File: src/rtl/altr_hps_gtie_pkg.sv
// Shared definitions for the programmable tie-off bank: FSM encoding,
// counter sizing and parameter legality helpers.
package altr_hps_gtie_pkg;

  typedef enum logic {
    ST_IDLE   = 1'b0,
    ST_SETTLE = 1'b1
  } gtie_state_e;

  function automatic int cnt_w(input int settle_cyc);
    return $clog2(settle_cyc + 1);
  endfunction

  function automatic bit params_ok(input int width, input int settle_cyc);
    return (width >= 1) && (width <= 64) && (settle_cyc >= 1) && (settle_cyc <= 255);
  endfunction

endpackage

File: src/rtl/altr_hps_gtie_settle_cnt.sv
// Loadable down-counter with a zero flag, used to time the commit settle window.
module altr_hps_gtie_settle_cnt #(
  parameter int CNT_W = 3
) (
  input  logic             clk,
  input  logic             rst,
  input  logic             load,
  input  logic [CNT_W-1:0] load_val,
  input  logic             dec,
  output logic [CNT_W-1:0] cnt,
  output logic             zero
);

  logic [CNT_W-1:0] cnt_q;
  logic [CNT_W-1:0] cnt_d;

  always_comb begin
    cnt_d = cnt_q;
    if (load) begin
      cnt_d = load_val;
    end else if (dec) begin
      cnt_d = cnt_q - CNT_W'(1);
    end else begin
      cnt_d = cnt_q;
    end
  end

  always_ff @(posedge clk) begin
    if (rst) begin
      cnt_q <= '0;
    end else begin
      cnt_q <= cnt_d;
    end
  end

  assign cnt  = cnt_q;
  assign zero = (cnt_q == '0);

endmodule

File: src/rtl/altr_hps_gtie_bank.sv
// Bank of run-time programmable tie-off outputs: masked staging writes,
// delayed glitch-free commit to the output flops, and a sticky lock.
module altr_hps_gtie_bank
  import altr_hps_gtie_pkg::*;
#(
  parameter int               WIDTH      = 8,
  parameter logic [WIDTH-1:0] DEFAULT    = {WIDTH{1'b1}},
  parameter int               SETTLE_CYC = 4
) (
  input  logic             clk,
  input  logic             rst,
  input  logic             cfg_valid,
  output logic             cfg_ready,
  input  logic [WIDTH-1:0] cfg_data,
  input  logic [WIDTH-1:0] cfg_mask,
  input  logic             commit,
  input  logic             lock_req,
  output logic [WIDTH-1:0] z_out,
  output logic             dirty,
  output logic             busy,
  output logic             done,
  output logic             locked
);

  localparam int               CNT_W    = cnt_w(SETTLE_CYC);
  localparam logic [CNT_W-1:0] CNT_LOAD = CNT_W'(SETTLE_CYC - 1);

  if (!params_ok(WIDTH, SETTLE_CYC)) begin : g_bad_params
    $error("altr_hps_gtie_bank: WIDTH must be 1..64 and SETTLE_CYC 1..255");
  end

  gtie_state_e      state_q, state_d;
  logic [WIDTH-1:0] staged_q, staged_d;
  logic [WIDTH-1:0] z_q, z_d;
  logic             locked_q, locked_d;
  logic             lock_pend_q, lock_pend_d;
  logic             dirty_q, done_q;
  logic             accept_s, start_s, finish_s, in_idle_s;
  logic             cnt_zero_s;
  logic [CNT_W-1:0] cnt_s;

  assign in_idle_s = (state_q == ST_IDLE);
  assign cfg_ready = in_idle_s & ~locked_q;
  assign accept_s  = cfg_valid & cfg_ready;
  assign start_s   = commit & in_idle_s & ~locked_q;
  assign finish_s  = (state_q == ST_SETTLE) & cnt_zero_s;

  altr_hps_gtie_settle_cnt #(.CNT_W(CNT_W)) u_settle_cnt (
    .clk      (clk),
    .rst      (rst),
    .load     (start_s),
    .load_val (CNT_LOAD),
    .dec      ((state_q == ST_SETTLE) & ~cnt_zero_s),
    .cnt      (cnt_s),
    .zero     (cnt_zero_s)
  );

  // A lock request seen mid-settle is deferred so the running commit still lands.
  always_comb begin
    staged_d    = accept_s ? ((staged_q & ~cfg_mask) | (cfg_data & cfg_mask)) : staged_q;
    z_d         = finish_s ? staged_q : z_q;
    state_d     = state_q;
    locked_d    = locked_q;
    lock_pend_d = lock_pend_q;
    case (state_q)
      ST_IDLE: begin
        state_d  = start_s ? ST_SETTLE : ST_IDLE;
        locked_d = locked_q | lock_req;
      end
      ST_SETTLE: begin
        if (finish_s) begin
          state_d     = ST_IDLE;
          locked_d    = locked_q | lock_pend_q | lock_req;
          lock_pend_d = 1'b0;
        end else begin
          state_d     = ST_SETTLE;
          lock_pend_d = lock_pend_q | lock_req;
        end
      end
      default: begin
        state_d = ST_IDLE;
      end
    endcase
  end

  always_ff @(posedge clk) begin
    if (rst) begin
      state_q     <= ST_IDLE;
      staged_q    <= DEFAULT;
      z_q         <= DEFAULT;
      locked_q    <= 1'b0;
      lock_pend_q <= 1'b0;
      dirty_q     <= 1'b0;
      done_q      <= 1'b0;
    end else begin
      state_q     <= state_d;
      staged_q    <= staged_d;
      z_q         <= z_d;
      locked_q    <= locked_d;
      lock_pend_q <= lock_pend_d;
      dirty_q     <= (staged_q != z_q);
      done_q      <= finish_s;
    end
  end

  assign z_out  = z_q;
  assign dirty  = dirty_q;
  assign busy   = (state_q == ST_SETTLE);
  assign done   = done_q;
  assign locked = locked_q;

endmodule
File: config.mk
export PLATFORM = sky130hd
export DESIGN_NAME = altr_hps_gtie_bank
export DESIGN_NICKNAME = d
export VERILOG_FILES = /design/src/rtl/altr_hps_gtie_pkg.sv /design/src/rtl/altr_hps_gtie_settle_cnt.sv /design/src/rtl/altr_hps_gtie_bank.sv
export SDC_FILE = /design/constraint.sdc
export NUM_CORES = 1
export LEC_CHECK = 0
export ABC_AREA = 1
export ABC_CLOCK_PERIOD_IN_PS = 4100
export CAP_MARGIN = 20
export CORE_MARGIN = 2
export CORE_UTILIZATION = 49
export DETAILED_ROUTE_END_ITERATION = 8
export GPL_ROUTABILITY_DRIVEN = 0
export GPL_TIMING_DRIVEN = 0
export PLACE_DENSITY = 0.88
export SETUP_SLACK_MARGIN = 0.5
export SYNTH_ARGS = -nofsm -noshare
export SYNTH_HDL_FRONTEND = slang
export SYNTH_HIERARCHICAL = 1
export SYNTH_SLANG_ARGS = --single-unit
File: constraint.sdc
create_clock -name clk -period 4.1 [get_ports clk]
set_input_delay 0.82 -clock clk [delete_from_list [all_inputs] [get_ports clk]]
set_output_delay 0.82 -clock clk [all_outputs]
set_load 0.03 [all_outputs]
# --- Yosys cells after proc, flatten, opt, wreduce, memory -nomap -nowiden ---
# Cells that the tools add are included.
op_classes:
  n_addsub: 1
  n_eq_ne: 2
  muxes: 8
  n_bitwise: 17
  n_reduce_logical: 3
op_table:
  columns: ["operator", "count"]
  rows:
  - ["8-bit AND", 2]
  - ["8-bit inequality test", 1]
  - ["8-bit NOT", 1]
  - ["8-bit bitwise OR", 1]
  - ["1-bit AND", 6]
  - ["1-bit two-way mux", 4]
  - ["2-bit two-way mux", 2]
  - ["1-bit bitwise OR", 4]
  - ["1-bit one-hot mux with 2 select lines", 2]
  - ["3-bit zero test", 1]
  - ["1-bit NOT", 3]
  - ["3-bit by 1-bit subtractor with 3-bit output (second input constant)", 1]
  - ["2-bit by 1-bit inequality test with 1-bit output (second input constant)", 1]
  - ["2-bit nonzero test", 1]
  - ["2-bit OR reduction", 1]
totals:
  register_bits: 24
  word_cells: 40

# --- Depth between registers and ports, before layout ---
depth:
  word_depth: 5
  mapped_depth: 10
  depth_no_buf: 10

# --- Hierarchy ---
# The synthesis kept the hierarchy.
modules_own_cells:
  columns: ["module", "instances", "cells_per_inst", "area_each_um2"]
  rows:
  - ["altr_hps_gtie_bank", 1, 132, 919.6]
  - ["altr_hps_gtie_settle_cnt", 1, 26, 181.4]

# --- Worst setup path after synthesis ---
# No wires, ideal clock.
synth_timing:
  path_kind: "reg2out"
  from: "register state_q, in the netlist busy"
  to: "output cfg_ready"
  arrival_ns: 0.962
  required_ns: 3.280
  setup_slack_ns: 2.318
  path_stages_with_launch: 2
  path_buffers: 0
  cell_sequence: "dfxtp_1 > nor2_1"
synth_between:
  elab_chain_cells: 2
synth_lines:
  columns: ["element", "line", "rtl"]
  rows:
  - ["start, declared", "altr_hps_gtie_bank.sv:32", "gtie_state_e state_q, state_d;"]
  - ["start signal, assigned", "altr_hps_gtie_bank.sv:96", "state_q <= state_d;"]
  - ["1-bit NOT", "altr_hps_gtie_bank.sv:42", "assign in_idle_s = (state_q == ST_IDLE);"]
  - ["1-bit AND", "altr_hps_gtie_bank.sv:43", "assign cfg_ready = in_idle_s & ~locked_q;"]
  - ["end, declared", "altr_hps_gtie_bank.sv:13", "output logic cfg_ready,"]
# Every way passes these cells.

# --- Worst setup path after layout ---
# Same ends and word-level chain as after synthesis.

==> impl_metrics.yaml <==
route:
  wl_um: 2620
  drtPass1Iterations: 4
  postRouteAntennaNets: 0
  drc: 0
  viasPerCell: 4.95
  wl_per_cell_um: 11.7
  num_vias: 1108
  initialDrtViolationCount: 28
timing:
  rsz0062_at_grt: "no"
  skew_ns: 0.00403
  setup_violations: 0
  hold_viol: 0
  slew_viol_final: 0
  max_freq_ghz: 0.418
  period_needed_ns: 2.39
  final.setup.tns_ns: 0
  whs_ns: 0.498
  finalCritPeriodShare_pct: 58.3
power:
  p_leak_uw: 0.000827
  ir_drop_v: 0.000236
  p_int_uw: 401
  power.density_nw_per_um2: 358
  pwr-share-comb_pct: 21.5
  switching_share_pct: 26.4
  p_seq_share_pct: 47.7
  power_frac_clock_pct: 30.8
  power.switching_uw: 144
die:
  io_pins: 34
  num_rows: 17
  die_y_um: 51.4
  start_util_pct: 50.7
  die_w_um: 51.4
  die_area_um2: 2640
  coreArea_um2: 2170
global_routing:
  grt_first_pass_wirelength_um: 4200
  grt_max_degree: 15
  track_usage_pct: 20.9
  antenna_found_initial: 0
  grt_pass1_vias: 1044
  gr-total-overflow: 0
finish:
  fin_nets: 220
  layout_commonest_cell: "nand2_1"
  syn_to_final_growth_pct: 38.3
  final_cell_mix: "nand2_1 (52), clkdlybuf4s50_1 (33), inv_1 (29)"
  drive_gt1_share_pct: 4.59
  postLayoutCellArea_um2: 1520
  fin_cells: 224
  diodes: 0
placement:
  hpwl_um: 1980
  io_buffer_count: 33
  placed_cells: 220
  place_area_um2: 1470
clock_network:
  cts_sinks: 24
  cts_root_buf: "clkbuf_4"
  cts_max_level: 1
  cts_tree: "done"
  clock_path_buffers: 2
  worstSkewPairLatency_ns: 0.31
  numCtsBuffers: 3
  clk_pin_slew_ns: 0.12
  cts_setup_buffers: 0
  post_cts_resized: 0
  cts.hold.buffers_added: 0
worst_setup_path:
  required_ns: 3.28
  r2r_end: "u_settle_cnt/cnt[2]"
  crit_fanout: 7
  timing.rr.start: "u_settle_cnt/cnt[0]"
  crit_path_end_kind: "output port"
  r2r_cells: 10
  crit_type: "reg -> out"
  reg2reg_slack_ns: 2.42
  worst_ep_arrival_time_ns: 1.57
  critPathLaunchType: "flop"
synthesis:
  seq_area_frac_synth_pct: 43.6
  yosysWarnings: 6
  synth_cell_type_count: 17
  postSynthCellCount: 158
  syn_area_um2: 1100
  postSynthAreaPerCell_um2: 6.97
  ys_ff_latch: 24
job:
  max-cap-violations: 0
hold_path:
  min_path_type: "reg -> reg"
  hold_depth: 2
outcome:
  status: "finished, final reports clean"
## logic make-up after synthesis
logic type,after synthesis,share of synthesized area (%)
xor gates and xnor gates,1,0.796
buffers and inverters,31,11.2
DFF,24,43.6
other,2,0.682
AOI/OAI and AO/OA,14,8.18
and+or+nand+nor,84,33.2
adders and majority gates,2,2.27
## power by group through the flow
stage / registers [uW] / clock network (uW) / logic (uW)
3_5_place_dp: 264 / 0 / 116
4_1_cts: 259 / 172 / 117
5_1_grt: 261 / 179 / 129
6_report: 259 / 168 / 117
2_1_floorplan: 273 / 0 / 57.2
3_3_place_gp: 263 / 0 / 111
## Yosys cell counts (all sizes together)
master / number / area [um^2]
nand2: 52 / 195
nand3: 18 / 90.1
buf: 1 / 11.3
a22oi: 8 / 60.1
conb: 2 / 7.51
nand3b: 2 / 15.0
o21ai: 2 / 10.0
or2: 1 / 6.26
nor3b: 1 / 18.8
nor2: 10 / 40.0
a21oi: 4 / 20.0
xnor2: 1 / 8.76
inv: 30 / 113
dfxtp: 24 / 480
ha: 2 / 25.0
## worst max-delay path: stages (launching register included)
cell             delay, ns
dfxtp_1               0.41
nor2_1                0.17
clkdlybuf4s50_1       0.69
## area by class of cell
| type | count | area, um^2 |
|---|---|---|
| Buffer | 1 | 11.3 |
| Multi-Input combinational cell | 104 | 500 |
| Clock inverter | 1 | 30.0 |
| Timing Repair Buffer | 33 | 330 |
| Clock buffer | 3 | 22.5 |
| Tap cell | 28 | 35.0 |
| Fill cell | 185 | 647 |
| Sequential cell | 24 | 480 |
| Inverter | 30 | 113 |
## metal layers
layer	vias to the layer above	wire length (um)	global-route usage [%]
met3	2	150	2.34
li1	560	-	-
met2	41	1410	39.1
met5	-	0	0
met1	505	1040	23.4
met4	0	15	9.21
## per-stage QoR
step | util [%] | power (uW) | setup slack [ns]
3_5_place_dp | 67.8 | 380 | 1.91
2_1_floorplan | - | 330 | 2.32
5_1_grt | 70.2 | 570 | 1.61
3_3_place_gp | 67.8 | 374 | 1.92
6_report | 70.2 | 544 | 1.71
4_1_cts | 70.2 | 548 | 1.70
## how the worst max path moves through the flow
stage                   start         to  slack [ns]  cells past startpoint
CTS                      busy  cfg_ready        1.70                      2
global placement    cfg_valid       flop        1.92                      6
detailed placement        rst   z_out[7]        1.91                      5
finish                   busy  cfg_ready        1.71                      2
global route             busy  cfg_ready        1.61                      2
floorplan                busy  cfg_ready        2.32                      1
(Power assumes the default switching activity.)
